**config.mk**
```make
export PLATFORM = sky130hd
export DESIGN_NAME = mdu_iter
export DESIGN_NICKNAME = d
export VERILOG_FILES = /design/src/rtl/mdu_iter.sv
export SDC_FILE = /design/constraint.sdc
export NUM_CORES = 1
export LEC_CHECK = 0
export BUFFER_PORTS_ARGS = -buffer_cell sky130_fd_sc_hd__buf_2
export CORE_ASPECT_RATIO = 0.75
export CORE_UTILIZATION = 35
export CTS_BUF_LIST = sky130_fd_sc_hd__clkbuf_2 sky130_fd_sc_hd__clkbuf_4 sky130_fd_sc_hd__clkbuf_8
export DETAILED_ROUTE_END_ITERATION = 8
export PLACE_DENSITY_LB_ADDON = 0.25
export SYNTH_ARGS = -nofsm -noshare
export SYNTH_HDL_FRONTEND = slang
export SYNTH_SLANG_ARGS = --single-unit
```
**constraint.sdc**
```tcl
create_clock -name clk -period 4.44 [get_ports clk]
set_input_delay 0.888 -clock clk [delete_from_list [all_inputs] [get_ports clk]]
set_output_delay 0.888 -clock clk [all_outputs]
set_load 0.03 [all_outputs]
```
**src/rtl/mdu_iter.sv**
```systemverilog
// Iterative multiply/divide unit for the EX stage: shift-add multiply, restoring divide,
// one bit per clock, results held in the architectural HI/LO registers.
module mdu_iter #(
    parameter int WIDTH = 32
) (
    input  logic             clk,
    input  logic             rst_n,
    input  logic             start,
    input  logic [1:0]       op,
    input  logic [WIDTH-1:0] src_1,
    input  logic [WIDTH-1:0] src_2,
    input  logic             flush,
    input  logic             hi_we,
    input  logic             lo_we,
    input  logic [WIDTH-1:0] wdata,
    output logic             busy,
    output logic             done,
    output logic [WIDTH-1:0] hi,
    output logic [WIDTH-1:0] lo
);

    localparam int CW = $clog2(WIDTH);

    typedef enum logic [1:0] {
        S_IDLE,
        S_CALC,
        S_FIX
    } state_t;

    state_t               r_state;
    logic                 r_busy;
    logic                 r_done;
    logic [WIDTH-1:0]     r_hi;
    logic [WIDTH-1:0]     r_lo;
    logic                 r_is_div;
    logic                 r_neg_q;
    logic                 r_neg_r;
    logic                 r_div0;
    logic [CW-1:0]        r_count;
    logic [WIDTH-1:0]     r_b;
    logic [2*WIDTH-1:0]   r_acc;

    // op[0] set means unsigned; op[1] set means divide.
    logic             w_signed;
    logic             w_src1_neg;
    logic             w_src2_neg;
    logic [WIDTH-1:0] w_src1_abs;
    logic [WIDTH-1:0] w_src2_abs;

    assign w_signed   = ~op[0];
    assign w_src1_neg = w_signed & src_1[WIDTH-1];
    assign w_src2_neg = w_signed & src_2[WIDTH-1];
    assign w_src1_abs = w_src1_neg ? -src_1 : src_1;
    assign w_src2_abs = w_src2_neg ? -src_2 : src_2;

    // Multiply step: acc = {partial product, remaining multiplier bits}.
    logic [WIDTH:0]       w_mul_sum;
    logic [2*WIDTH-1:0]   w_mul_next;

    assign w_mul_sum  = {1'b0, r_acc[2*WIDTH-1:WIDTH]} + (r_acc[0] ? {1'b0, r_b} : '0);
    assign w_mul_next = {w_mul_sum, r_acc[WIDTH-1:1]};

    // Divide step: acc = {partial remainder, dividend bits shifting out / quotient bits in}.
    logic [WIDTH:0]       w_rem_sh;
    logic [WIDTH:0]       w_diff;
    logic [2*WIDTH-1:0]   w_div_next;

    assign w_rem_sh   = r_acc[2*WIDTH-1:WIDTH-1];
    assign w_diff     = w_rem_sh - {1'b0, r_b};
    assign w_div_next = w_diff[WIDTH] ? {w_rem_sh[WIDTH-1:0], r_acc[WIDTH-2:0], 1'b0}
                                      : {w_diff[WIDTH-1:0],   r_acc[WIDTH-2:0], 1'b1};

    // Divide by zero leaves the magnitude of the dividend as remainder, so restoring its
    // sign reproduces src_1 exactly; only the quotient needs forcing.
    logic [2*WIDTH-1:0]   w_prod;
    logic [WIDTH-1:0]     w_quot;
    logic [WIDTH-1:0]     w_rem;

    assign w_prod = r_neg_q ? -r_acc : r_acc;
    assign w_quot = r_div0  ? '1 : (r_neg_q ? -r_acc[WIDTH-1:0] : r_acc[WIDTH-1:0]);
    assign w_rem  = r_neg_r ? -r_acc[2*WIDTH-1:WIDTH] : r_acc[2*WIDTH-1:WIDTH];

    // NOTE: all state here is updated with non-blocking assignments so every register
    // samples the pre-edge values, regardless of statement order within the block.
    always_ff @(posedge clk or negedge rst_n) begin
        if (!rst_n) begin
            r_state  <= S_IDLE;
            r_busy   <= 1'b0;
            r_done   <= 1'b0;
            r_hi     <= '0;
            r_lo     <= '0;
            r_is_div <= 1'b0;
            r_neg_q  <= 1'b0;
            r_neg_r  <= 1'b0;
            r_div0   <= 1'b0;
            r_count  <= '0;
            r_b      <= '0;
            r_acc    <= '0;
        end else begin
            r_done <= 1'b0;
            case (r_state)
                S_IDLE: begin
                    if (hi_we) r_hi <= wdata;
                    if (lo_we) r_lo <= wdata;
                    if (start && !flush) begin
                        r_is_div <= op[1];
                        r_neg_q  <= w_src1_neg ^ w_src2_neg;
                        r_neg_r  <= w_src1_neg;
                        r_div0   <= op[1] && (src_2 == '0);
                        r_b      <= w_src2_abs;
                        r_acc    <= {{WIDTH{1'b0}}, w_src1_abs};
                        r_count  <= '0;
                        r_state  <= S_CALC;
                        r_busy   <= 1'b1;
                    end
                end
                S_CALC: begin
                    if (flush) begin
                        r_state <= S_IDLE;
                        r_busy  <= 1'b0;
                    end else begin
                        r_acc   <= r_is_div ? w_div_next : w_mul_next;
                        r_count <= r_count + CW'(1);
                        if (r_count == CW'(WIDTH - 1))
                            r_state <= S_FIX;
                    end
                end
                S_FIX: begin
                    r_state <= S_IDLE;
                    r_busy  <= 1'b0;
                    if (!flush) begin
                        if (r_is_div) begin
                            r_hi <= w_rem;
                            r_lo <= w_quot;
                        end else begin
                            r_hi <= w_prod[2*WIDTH-1:WIDTH];
                            r_lo <= w_prod[WIDTH-1:0];
                        end
                        r_done <= 1'b1;
                    end
                end
                default: begin
                    r_state <= S_IDLE;
                    r_busy  <= 1'b0;
                end
            endcase
        end
    end

    assign busy = r_busy;
    assign done = r_done;
    assign hi   = r_hi;
    assign lo   = r_lo;

endmodule

```
==> run metrics <==
post-route antenna net violation count 0; count of flip-flops with a built-in enable after synthesis 0; Distinct cells, synth approximately 80; clock insertion delay at the later pin of the skew report approximately 520 ps; initial antenna violation count 1; Final Hold Slack ~430 ps; normalized max-slew margin between 20% and 30%; total die area ~42000 um^2; Least-Margin Pin Slew ~1100 ps; clock root buffer master sky130_fd_sc_hd__clkbuf_8; power density over the cells between 500 and 600 nW/um^2; pin count of the biggest net entering global routing a little under 90; total negative setup slack 0 ps; CP cell instances ha_1, a21o_1, a211oi_1, o2111ai_1, nor3b_1, buf_4, nor3_1, nor4_4, buf_12, nand2_1, buf_4, o221ai_1; ratio of final minimum period to clock period approximately nine tenths; Required @ worst endpoint 4790 ps; port bufs around 170; Tmin final ~4000 ps; number of placement rows 64; final instance area roughly 16000 um^2; H-tree depth reported by CTS 4; category of cells accounting for the largest share of critical-path delay compound AO/OA/AOI/OAI gates; Post-synth top flop sky130_fd_sc_hd__dfrtp_1; count of buffers added by post-CTS timing repair for setup 0; average wire length per cell after detail routing ~21 um; Post-CTS Hold Fix Bufs 0; Critical Path Fanout Max 34; # nets final roughly 2100; clk sinks between 150 and 200; final count of pins violating max slew 0; count of placed standard cells including taps roughly 2500; buffers and inverters on the worst path 3; count of vias placed by the detailed router 14341; post-synthesis net count roughly 2000; Slowest-stage cell, CP sky130_fd_sc_hd__a211oi_1; via count of the first global-routing pass approximately 13000; Die Span X about 240 um; count of synthesis-stage warnings from yosys 0; CTS buffer count 17; cell type with the highest occurrence count on the critical path sky130_fd_sc_hd__buf_4; endpoint kind of the worst setup timing path flip-flop; Layout Cells excl Fill between 2000 and 2500; post-detail-place hpwl 42070 um; GP Congestion 0.9355; number of setup violations in the final report 0; HP Class input pin to asynchronous set/reset pin; TritonCTS clock tree done; Layout Skew 20.72 ps; area growth from synthesis to layout 12.76%; io pins 170; effective utilization at floorplan roughly 36%; Max Clk Rate between 200 and 250 MHz; fraction of registers with async set or reset after synthesis 100.0%; total leakage power ~7.3 nW; sequential-to-total area share from yosys stat between 20% and 30%; proportion of layout cells with a drive suffix above 1 14.31%; overall die height between 150 and 200 um; sort of element at the start of the critical path flip-flop; Detailed Route WL about 53000 um; total design power roughly 8.5 mW; GRT Total Usage 25.38%; kind of critical path flip-flop to flip-flop; layout filler cell count roughly 4200; Clk pin slew, worst setup/hold paths 120 ps; leading cell types by total area after synthesis sky130_fd_sc_hd__dfrtp_1 30%, sky130_fd_sc_hd__o21ai_0 8.0%, sky130_fd_sc_hd__xnor2_1 7.0%; Cells after Synth between 1500 and 2000; wire length of the first global-routing pass 81530 um; portion of synthesized cell area occupied by the leading cell type between 20 and 30%; post-route DRC violation count 0; peak ir drop on the vdd network around 0.22 mV; post-synthesis average cell area ~7.9 um^2; MaxCap Viol Count 0; final-report hold violation count 0; total of flip-flops plus latches after synthesis around 170; result of the run finished, final reports clean; Starting DRT DRC Count about 1500; post-placement cell area approximately 16000 um^2; mapped cell area approximately 14000 um^2; Via-to-Cell Ratio around 5.8; setup repair after global routing missed its margin false; slowest stage delay, CP around 620 ps; Synth area leader sky130_fd_sc_hd__dfrtp_1; number of iterations in the first detailed-routing pass 6; number of gates resized after CTS 0; Core Box Area between 40000 and 50000 um^2; maximum count of clock buffers along a single path 2; Congestion Overflow GR 0; arrival time at the worst endpoint between 4000 and 5000 ps
-- power by group --
group          leakage (nW)  total [mW]  switching (mW)  internal, mW
clock                 0.190        1.16           0.731         0.433
sequential             2.18        2.35           0.475          1.87
combinational          4.98        4.96            3.08          1.88
-- registers in the layout, indices dropped and copies added, names as in the netlist --
register  cells
lo           32
hi           32
done          1
r_neg_q       1
r_is_div      1
r_state       2
r_b          32
r_neg_r       1
r_div0        1
r_acc        64
busy          1
r_count       5
-- worst paths after layout --
| kind | cells after the start | slack (ps) | to | startpoint |
|---|---|---|---|---|
| min | 1 | 430 | r_acc[17]$_DFFE_PN0P_ | rst_n |
| min reg2reg | 2 | 490 | r_b[8]$_DFFE_PN0P_ | r_b[8]$_DFFE_PN0P_ |
| max reg2reg | 12 | 400 | r_acc[41]$_DFFE_PN0P_ | r_acc[54]$_DFFE_PN0P_ |
| max in group asynchronous | 2 | 3080 | r_acc[63]$_DFFE_PN0P_ | rst_n |
| min in group clk | 2 | 490 | r_b[8]$_DFFE_PN0P_ | r_b[8]$_DFFE_PN0P_ |
| max | 12 | 400 | r_acc[41]$_DFFE_PN0P_ | r_acc[54]$_DFFE_PN0P_ |
-- layout by cell type (no fill, tap or decap), types with 18 or more instances in the layout --
cell type / Yosys / routed
sky130_fd_sc_hd__o21ai_0: 233 / 233
sky130_fd_sc_hd__nand2_1: 232 / 232
sky130_fd_sc_hd__dfrtp_1: 173 / 172
sky130_fd_sc_hd__buf_2: 4 / 168
sky130_fd_sc_hd__nor2_1: 125 / 123
sky130_fd_sc_hd__xnor2_1: 115 / 115
sky130_fd_sc_hd__a21oi_1: 111 / 111
sky130_fd_sc_hd__ha_1: 70 / 70
sky130_fd_sc_hd__inv_1: 64 / 64
sky130_fd_sc_hd__mux2i_1: 55 / 55
sky130_fd_sc_hd__xor2_1: 54 / 54
sky130_fd_sc_hd__nor3_1: 51 / 51
sky130_fd_sc_hd__buf_4: 1 / 44
sky130_fd_sc_hd__a21o_1: 36 / 36
sky130_fd_sc_hd__o22ai_1: 33 / 33
sky130_fd_sc_hd__and3_1: 30 / 30
sky130_fd_sc_hd__o31ai_1: 25 / 25
sky130_fd_sc_hd__nand3_1: 20 / 20
sky130_fd_sc_hd__a31oi_1: 20 / 20
sky130_fd_sc_hd__nand2b_1: 19 / 19
sky130_fd_sc_hd__a22oi_1: 18 / 18
sky130_fd_sc_hd__clkbuf_8: 0 / 18
-- synthesized netlist by cell type, drive strengths merged, types with 18 or more instances --
master    n
mux2i    55
clkbuf   98
nand2   232
inv      64
nor2    125
o31ai    25
nor4     18
a21oi   111
ha       70
dfrtp   173
xnor2   115
xor2     54
a22oi    18
and3     30
nor3     51
a31oi    20
a21o     36
o21ai   236
o22ai    33
nand3    20
nand2b   19
-- area by class of cell --
cell class / instances / area [um^2] / share of cell area (%)
Antenna cell: 2 / 5.005 / 0.03063
Clock buffer: 18 / 247.7 / 1.516
Clock inverter: 14 / 143.9 / 0.8805
Inverter: 65 / 244.0 / 1.493
Multi-Input combinational cell: 1479 / 9487 / 58.06
Sequential cell: 173 / 4330 / 26.50
Tap cell: 528 / 660.6 / 4.043
Timing Repair Buffer: 215 / 1222 / 7.481
-- routing by layer --
metal  global-route usage (%)  vias to the layer above  wire, um  share of wire (%)
met3                    5.323                       35      4439                8.3
met4                    4.437                        2       443               0.83
met2                    34.64                      508     21230                 40
met5                        0                        -        13              0.024
li1                         -                     6861         -                  -
met1                    40.19                     6935     27160                 51
-- logic make-up after synthesis --
logic type,after synthesis,share of synthesized area [%]
buffers and inverters,179,4.809
xor gates and xnor gates,169,10.21
and+or+nand+nor,579,19.13
AOI/OAI and AO/OA,602,25.69
DFF,173,29.87
muxes,57,3.954
adders and majority gates,72,6.320
-- per-stage QoR --
step	util (%)	worst slack, ps
after CTS	40.08	528.0
after global placement	39.12	509.5
after floorplan	-	1071
after detailed placement	39.12	536.6
final	40.09	401.6
after global routing	40.08	209.6
Note: power is estimated with default switching activity, not from simulation.
